===== config.mk =====
export PLATFORM = sky130hd
export DESIGN_NAME = wb_accel_dispatch
export DESIGN_NICKNAME = d
export VERILOG_FILES = /design/src/rtl/wb_accel_dispatch.sv
export SDC_FILE = /design/constraint.sdc
export NUM_CORES = 1
export LEC_CHECK = 0
export ABC_AREA = 1
export CAP_MARGIN = 0
export CORE_AREA = 2 2 204 206
export CTS_CLUSTER_SIZE = 24
export DETAILED_ROUTE_END_ITERATION = 10
export DIE_AREA = 0 0 206 208
export SLEW_MARGIN = 0
export SYNTH_ARGS = -nofsm -noshare
export SYNTH_HDL_FRONTEND = slang
export SYNTH_SLANG_ARGS = --single-unit

===== constraint.sdc =====
create_clock -name clk -period 2.7 [get_ports clk]
set_clock_uncertainty 0.05 [all_clocks]
set_input_delay 0.54 -clock clk [delete_from_list [all_inputs] [get_ports clk]]
set_output_delay 0.54 -clock clk [all_outputs]
set_load 0.005 [all_outputs]

===== src/rtl/wb_accel_dispatch.sv =====
// wb_accel_dispatch: Wishbone B3 classic dispatcher from one upstream master to
// NUM_ACCEL accelerator slaves. The target is decoded from the address
// window, the request is registered, and a single downstream access is issued.
// An accelerator that never answers is cut off after TIMEOUT_CYCLES with an err.
// Optional macro WB_ACCEL_DISPATCH_STATS_EN adds saturating timeout and
// decode-error counters on stat_timeout_cnt_o / stat_decerr_cnt_o.
module wb_accel_dispatch #(
  parameter int                    NUM_ACCEL      = 4,
  parameter int                    ADDR_WIDTH     = 32,
  parameter int                    DATA_WIDTH     = 32,
  parameter int                    WIN_LSB        = 12,
  parameter logic [ADDR_WIDTH-1:0] BASE_ADDR      = 32'hE000_0000,
  parameter int                    TIMEOUT_CYCLES = 256
) (
  input  logic                              clk,
  input  logic                              rst,
`ifdef WB_ACCEL_DISPATCH_STATS_EN
  output logic [15:0]                       stat_timeout_cnt_o,
  output logic [15:0]                       stat_decerr_cnt_o,
`endif
  input  logic [ADDR_WIDTH-1:0]             wbs_adr_i,
  input  logic [DATA_WIDTH-1:0]             wbs_dat_i,
  input  logic [DATA_WIDTH/8-1:0]           wbs_sel_i,
  input  logic                              wbs_we_i,
  input  logic                              wbs_cyc_i,
  input  logic                              wbs_stb_i,
  output logic [DATA_WIDTH-1:0]             wbs_dat_o,
  output logic                              wbs_ack_o,
  output logic                              wbs_err_o,
  output logic [NUM_ACCEL*ADDR_WIDTH-1:0]   wbm_adr_o,
  output logic [NUM_ACCEL*DATA_WIDTH-1:0]   wbm_dat_o,
  output logic [NUM_ACCEL*DATA_WIDTH/8-1:0] wbm_sel_o,
  output logic [NUM_ACCEL-1:0]              wbm_we_o,
  output logic [NUM_ACCEL-1:0]              wbm_cyc_o,
  output logic [NUM_ACCEL-1:0]              wbm_stb_o,
  input  logic [NUM_ACCEL*DATA_WIDTH-1:0]   wbm_dat_i,
  input  logic [NUM_ACCEL-1:0]              wbm_ack_i,
  input  logic [NUM_ACCEL-1:0]              wbm_err_i,
  output logic                              busy_o,
  output logic                              timeout_o
);

  localparam int SEL_W = (NUM_ACCEL > 1) ? $clog2(NUM_ACCEL) : 1;
  localparam int SB_W  = DATA_WIDTH / 8;
  localparam int CNT_W = $clog2(TIMEOUT_CYCLES);
  localparam logic [ADDR_WIDTH-1:0] HI_MASK  = {ADDR_WIDTH{1'b1}} << (WIN_LSB + SEL_W);
  localparam logic [SEL_W:0]        NUM_LIM  = (SEL_W+1)'(NUM_ACCEL);
  localparam logic [CNT_W-1:0]      TMO_LAST = CNT_W'(TIMEOUT_CYCLES - 1);

  typedef enum logic [1:0] {IDLE, ISSUE, RESP} state_t;

  state_t                  state_q;
  logic [NUM_ACCEL-1:0]    port_q;
  logic [CNT_W-1:0]        cnt_q;
  logic                    ack_q, err_q, tmo_q;
  logic [DATA_WIDTH-1:0]   rdat_q;
  logic [ADDR_WIDTH-1:0]   adr_q;
  logic [DATA_WIDTH-1:0]   dat_q;
  logic [SB_W-1:0]         sel_q;
  logic                    we_q;

  logic [SEL_W-1:0]        req_idx;
  logic                    req_valid;
  logic                    req_start;
  logic [NUM_ACCEL-1:0]    req_onehot;
  logic                    rsp_ack, rsp_err;
  logic [DATA_WIDTH-1:0]   rsp_dat;

  // Address decode: window above the index field must match BASE_ADDR, index in range.
  assign req_idx   = wbs_adr_i[WIN_LSB +: SEL_W];
  assign req_valid = (((wbs_adr_i ^ BASE_ADDR) & HI_MASK) == '0) && ({1'b0, req_idx} < NUM_LIM);
  assign req_start = (state_q == IDLE) && wbs_cyc_i && wbs_stb_i;

  // One-hot port select for the decoded index.
  always_comb begin
    req_onehot = '0;
    for (int n = 0; n < NUM_ACCEL; n++) begin
      if (req_idx == SEL_W'(n)) req_onehot[n] = 1'b1;
    end
  end

  // Response mux: only the selected port's ack/err/data are ever observed.
  always_comb begin
    rsp_ack = 1'b0;
    rsp_err = 1'b0;
    rsp_dat = '0;
    for (int n = 0; n < NUM_ACCEL; n++) begin
      if (port_q[n]) begin
        rsp_ack = wbm_ack_i[n];
        rsp_err = wbm_err_i[n];
        rsp_dat = wbm_dat_i[n*DATA_WIDTH +: DATA_WIDTH];
      end
    end
  end

  // Request payload capture; qualified by port_q downstream so no reset is needed.
  always_ff @(posedge clk) begin
    if (req_start) begin
      adr_q <= wbs_adr_i;
      dat_q <= wbs_dat_i;
      sel_q <= wbs_sel_i;
      we_q  <= wbs_we_i;
    end
  end

  // Dispatch FSM with registered upstream response and downstream port select.
  always_ff @(posedge clk or posedge rst) begin
    if (rst) begin
      state_q <= IDLE;
      port_q  <= '0;
      cnt_q   <= '0;
      ack_q   <= 1'b0;
      err_q   <= 1'b0;
      tmo_q   <= 1'b0;
      rdat_q  <= '0;
    end else begin
      ack_q <= 1'b0;
      err_q <= 1'b0;
      tmo_q <= 1'b0;
      case (state_q)
        IDLE: begin
          rdat_q <= '0;
          if (req_start) begin
            if (req_valid) begin
              state_q <= ISSUE;
              port_q  <= req_onehot;
              cnt_q   <= '0;
            end else begin
              state_q <= RESP;
              err_q   <= 1'b1;
            end
          end
        end
        ISSUE: begin
          cnt_q <= cnt_q + 1'b1;
          // A master that has withdrawn gets no response at all.
          if (!wbs_cyc_i) begin
            state_q <= IDLE;
            port_q  <= '0;
          end else if (rsp_err) begin
            state_q <= RESP;
            port_q  <= '0;
            err_q   <= 1'b1;
          end else if (rsp_ack) begin
            state_q <= RESP;
            port_q  <= '0;
            ack_q   <= 1'b1;
            rdat_q  <= we_q ? '0 : rsp_dat;
          end else if (cnt_q == TMO_LAST) begin
            state_q <= RESP;
            port_q  <= '0;
            err_q   <= 1'b1;
            tmo_q   <= 1'b1;
          end
        end
        RESP: begin
          state_q <= IDLE;
          rdat_q  <= '0;
        end
        default: begin
          state_q <= IDLE;
          port_q  <= '0;
        end
      endcase
    end
  end

  assign wbs_ack_o = ack_q;
  assign wbs_err_o = err_q;
  assign wbs_dat_o = rdat_q;
  assign timeout_o = tmo_q;
  assign busy_o    = (state_q != IDLE);
  assign wbm_cyc_o = port_q;
  assign wbm_stb_o = port_q;

  for (genvar n = 0; n < NUM_ACCEL; n++) begin : g_port
    assign wbm_adr_o[n*ADDR_WIDTH +: ADDR_WIDTH] = port_q[n] ? adr_q : '0;
    assign wbm_dat_o[n*DATA_WIDTH +: DATA_WIDTH] = port_q[n] ? dat_q : '0;
    assign wbm_sel_o[n*SB_W +: SB_W]             = port_q[n] ? sel_q : '0;
    assign wbm_we_o[n]                           = port_q[n] & we_q;
  end

`ifdef WB_ACCEL_DISPATCH_STATS_EN
  logic [15:0] stat_tmo_q, stat_dec_q;
  logic        decerr_evt;

  assign decerr_evt = req_start && !req_valid;

  // Saturating event counters for timeouts and decode errors.
  always_ff @(posedge clk or posedge rst) begin
    if (rst) begin
      stat_tmo_q <= '0;
      stat_dec_q <= '0;
    end else begin
      if (tmo_q && (stat_tmo_q != 16'hFFFF))      stat_tmo_q <= stat_tmo_q + 16'd1;
      if (decerr_evt && (stat_dec_q != 16'hFFFF)) stat_dec_q <= stat_dec_q + 16'd1;
    end
  end

  assign stat_timeout_cnt_o = stat_tmo_q;
  assign stat_decerr_cnt_o  = stat_dec_q;
`endif

endmodule

* After elaboration in Yosys (flattened, before gate mapping)
Index checks and enable logic that the tools add are counted. W data, S select, Z words.
Word-level totals: register bits after elaboration 118, bits of input ports 209, output and inout port bits 320, logic and storage cells 107
Cells by class: equal/unequal tests 12, reduce and logical (&&, ||, !) cells 13, multiplexer cells 64, bitwise logic cells 6, $add $sub $neg 1
Operators with widths (count):
- $mux W32 | 16
- $pmux W32 S2 | 1
- $mux W4 | 10
- $logic_not A32 Y1 | 1
- $mux W1 | 25
- $mux W8 | 2
- $pmux W8 S2 | 1
- $mux W2 | 6
- $pmux W4 S3 | 1
- $ne A2 B2 Y1 const B | 5
- $add A8 B1 Y8 const B | 1
- $eq A8 B8 Y1 const B | 1
- $reduce_and A4 Y1 | 2
- $eq A2 B2 Y1 const B | 3
- $reduce_bool A2 Y1 | 3
- $ne A5 B5 Y1 const B | 1
- $and A1 B1 Y1 | 4
- $eq A2 B1 Y1 const B | 2
- $logic_not A2 Y1 | 2
- $pmux W2 S2 | 1
- $not A3 Y3 | 1
- $reduce_and A3 Y1 | 1
- $logic_and A1 B1 Y1 | 2
- $pmux W1 S2 | 1
- 3 further kinds | 3

* Longest topological paths before layout
word-level depth 9, mapped depth 12, gate-level depth less buffers 10

* Worst setup path before layout
Ideal clock, no wire load.
path type reg-to-reg, start register state_q[1], end register adr_q[0] (enable), setup slack 92 ps, buffers on the path 0, arrival 2135 ps, stages on the path, launching flop included 4, period minus slack after synthesis 2608 ps, library setup time 423 ps, data required time 2227 ps, path through dfrtp_1 -> nor2_1 -> nand3_1 -> inv_1
On the way: longest elaborated chain between the ends 3
Ends and longest elaborated chain:
- from (decl) | line 52 | state_t state_q;
- from (signal assigned) | line 109 | state_q <= IDLE;
- from (signal assigned) | line 125 | state_q <= ISSUE;
- from (signal assigned) | line 129 | state_q <= RESP;
- $logic_not A2 Y1 | line 72 | assign req_start = (state_q == IDLE) && wbs_cyc_i && wbs_stb_i;
- $logic_and A1 B1 Y1 (2 in a row) | line 72
- named net req_start | line 64 | logic req_start;
- to (signal assigned) | line 99 | adr_q <= wbs_adr_i;
- to (decl) | line 57 | logic [ADDR_WIDTH-1:0] adr_q;
The timed path passes the listed nets, and every way through them passes these cells. A chain may end at the register's enable or synchronous reset.

* Worst setup path after layout
start register port_q[0] (netlist: wbm_cyc_o[0]), end output wbm_dat_o[30]
On the way: longest elaborated chain between the ends 1
Ends and longest elaborated chain:
- from (decl) | line 53 | logic [NUM_ACCEL-1:0] port_q;
- from (signal assigned) | line 126 | port_q <= req_onehot;
- $mux W32 | line 178 | assign wbm_dat_o[n*DATA_WIDTH +: DATA_WIDTH] = port_q[n] ? dat_q : '0;
- to (decl) | line 31 | output logic [NUM_ACCEL*DATA_WIDTH-1:0] wbm_dat_o,
No other way between the ends.

==> metrics.md <==
| Metric | Value |
|---|---|
| Worst rel slew slack | 62.52% |
| IO Port Bufs | 528 |
| Max Freq | 0.3862 GHz |
| DRC viols | 0 |
| CTS H-tree lvls | 4 |
| Critical Setup Path Class | flip-flop to output port |
| Top-area cell type share of the netlist area | 27.35% |
| Top-count cell post-synth | nand2_1 |
| Sink Count | 118 |
| Clk buf depth | 2 |
| Synth warnings | 0 |
| Setup slack after layout | 0.1103 ns |
| Net count, final | 1875 |
| Largest family of logic cells by synthesized area | simple AND/OR/NAND/NOR gates |
| DR WL/cell | 16.40 µm |
| Synthesized cell area | 7576 µm² |
| PD cells | 424.7 nW/µm² |
| GRT Total Usage | 16.37% |
| DR vias | 9004 |
| WP data required | 2.11 ns |
| Post-Synth Simple-Gate Area | 29.27% |
| Avg Inst Size Synth | 6.559 µm² |
| Critical Path Sink Type | output port |
| CTS tree | done |
| Die ar. | 42850 µm² |
| Setup TNS | 0 ns |
| Die Span Y | 208 µm |
| Compound-Gate Fraction of Synth Area | 7.960% |
| Run status | finished, final reports clean |
| Sequential fraction of design power | 36.6% |
| Design Power | 6.028 mW |
| Number of global-route vias before repair | 8254 |
| Ports | 529 |
| Post-synth EDFFs | 69 |
| Site row count | 74 |
| Place WS | 0.05072 ns |
| Register bit total from synthesis | 118 |
| Largest area contributor in the netlist | edfxtp_1 |
| Worst vdd ir | 410.0 µV |
| Routability congestion estimate | 0.9147 |
| Root Buffer Master | clkbuf_16 |
| Leak Pwr | 7.581 nW |
| Mux cell area share after synthesis | 0% |
| RSZ-0062 raised after global routing | false |
| Clock buffer count from CTS | 17 |
| Peak fanout along the critical path | 53 |
| Final HPWL DP | 27.65 mm |
| Setup violators final | 0 |
| Synthesized Nets | 1365 |
| Post-Synth Adder-Cell Area | 0.1652% |
| Drt first pass iters | 6 |
| Clock power frac | 40.0% |
| Initial Utilization | 18.68% |
| Hold Path Class | input pin to async pin |
| Total Wirelength | 36.29 mm |
| GRT overflow | 0 |
| Minimum clock period | 2.590 ns |
| Largest net degree at the start of global routing | 54 |
| Number of DRC markers in iteration 0 | 781 |
| Crit share post-route | 95.91% |
| Startpoint Class | flip-flop |
| Post-Synth XOR/XNOR Area | 0.2312% |
| Net Sw Power | 1.636 mW |
| Sequential-to-total area share from yosys stat | 43.53% |
| Clk Latency, worst-skew pair | 0.42 ns |
| Worst hold margin | 0.3943 ns |
| CP arrival | 2.00 ns |
| Vias per Instance | 4.069 |
| Layout cells sized above 1 | 4.350% |
| Slew @ Worst Pin | 0.5622 ns |
| Antenna-violating nets left | 0 |
| Switching Fraction | 27.14% |
| Post-synth top flop | edfxtp_1 |
| Netlist cell types | 28 |
| Synth area leaders | edfxtp_1, nand2_1, dfrtp_1 |
| Max_cap viols | 0 |
| Synth top cells by count | nand2_1, inv_1, edfxtp_1, a21oi_1, nor2_1 |
| Internal power | 4.392 mW |
| Comb pwr share | 23.3% |
| Asr flop ratio synth | 41.53% |
| Mapped Cells | 1155 |
| Final hold viol count | 0 |
| Initial antenna violation count | 3 |
| Worst-path clk slew | 0.06 ns |
| Die W | 206 µm |
| Core area | 40550 µm² |
| Final Max Slew Viols | 0 |
| Layout area overhead | 87.35% |
| First-pass GRT wire length | 52.32 mm |
| Path depth of the worst reg2reg path | 9 |
==> critical path: stages, from the launching register on <==
cell             delay [ns]
dfrtp_4                0.56
buf_16                 0.26
nand2_1                0.10
inv_1                  0.07
clkdlybuf4s50_1        0.53
==> area by class of cell <==
type | count | area, µm²
Multi-Input combinational cell | 676 | 2850
Tap cell | 532 | 665.6
Clock buffer | 20 | 436.7
Sequential cell | 118 | 3313
Inverter | 297 | 1116
Timing Repair Buffer | 555 | 5627
Clock inverter | 12 | 177.7
Fill cell | 4237 | 26360
Antenna cell | 3 | 7.507
==> registers in the layout, summed over array words and instances, names as in the netlist <==
name       flops
adr_q         32
dat_q         32
wbs_dat_o     32
cnt_q          8
sel_q          4
wbm_cyc_o      4
state_q        2
timeout_o      1
wbs_ack_o      1
wbs_err_o      1
we_q           1
==> worst paths after layout <==
kind | from | end | slack, ns
setup / recovery | wbm_cyc_o[0]$_DFFE_PP0P_ | wbm_dat_o[30] | 0.11
hold / removal | rst | wbs_ack_o$_DFF_PP0_ | 0.39
setup reg to reg | wbm_cyc_o[1]$_DFFE_PP0P_ | wbs_dat_o[31]$_DFFE_PP0P_ | 0.46
hold reg to reg | wbs_dat_o[18]$_DFFE_PP0P_ | wbs_dat_o[18]$_DFFE_PP0P_ | 0.42
max in group asynchronous | rst | wbs_dat_o[3]$_DFFE_PP0P_ | 1.66
min in group clk | wbs_dat_o[18]$_DFFE_PP0P_ | wbs_dat_o[18]$_DFFE_PP0P_ | 0.42
==> power by group through the flow <==
stage,registers [mW],clock network (mW),logic [mW]
floorplan,2.18,0,0.491
finish,2.21,2.41,1.41
global route,2.22,2.58,1.55
global placement,2.25,0,1.39
detailed placement,2.25,0,1.39
CTS,2.21,2.51,1.41
==> timing repair <==
| action | 4_1_cts | 5_1_grt |
|---|---|---|
| setup endpoints to repair | 19 | 8 |
| resized for setup | 0 | 2 |
| hold buffers | 0 | 0 |
| buffers inserted | 2 | 2 |
==> cell families after synthesis <==
kind of cell,Yosys count
AOI/OAI and AO/OA,109
adders and majority gates,1
buffers and inverters,361
xor gates and xnor gates,2
DFF,118
and+or+nand+nor,564
==> metal layers <==
metal | vias to the layer above | GRT usage [%] | share of wire (%)
li1 | 4401 | - | -
met1 | 4164 | 21.00 | 42
met2 | 405 | 27.85 | 50
met3 | 34 | 3.305 | 6.7
met4 | 0 | 4.212 | 1.3
met5 | - | 0 | 0
==> layout by cell type (no fill, tap or decap), drive strengths merged, types with 3 or more instances in the layout <==
master,n
clkdlybuf4s50,528
nand2,469
inv,296
edfxtp,69
a21oi,67
nor2,55
dfrtp,49
buf,27
nand3,23
o21ai,21
o211ai,21
clkbuf,20
nand4,7
clkinv,7
nor3,6
bufinv,4
diode,3
==> metrics by stage <==
stage,util [%],area [µm²],instances
6_report,35.00,14190,2213
5_1_grt,34.98,14190,2210
4_1_cts,34.91,14160,2208
3_5_place_dp,33.33,13520,2174
3_3_place_gp,33.33,13520,2174
2_1_floorplan,-,7576,1155
Note: power is estimated with default switching activity, not from simulation.
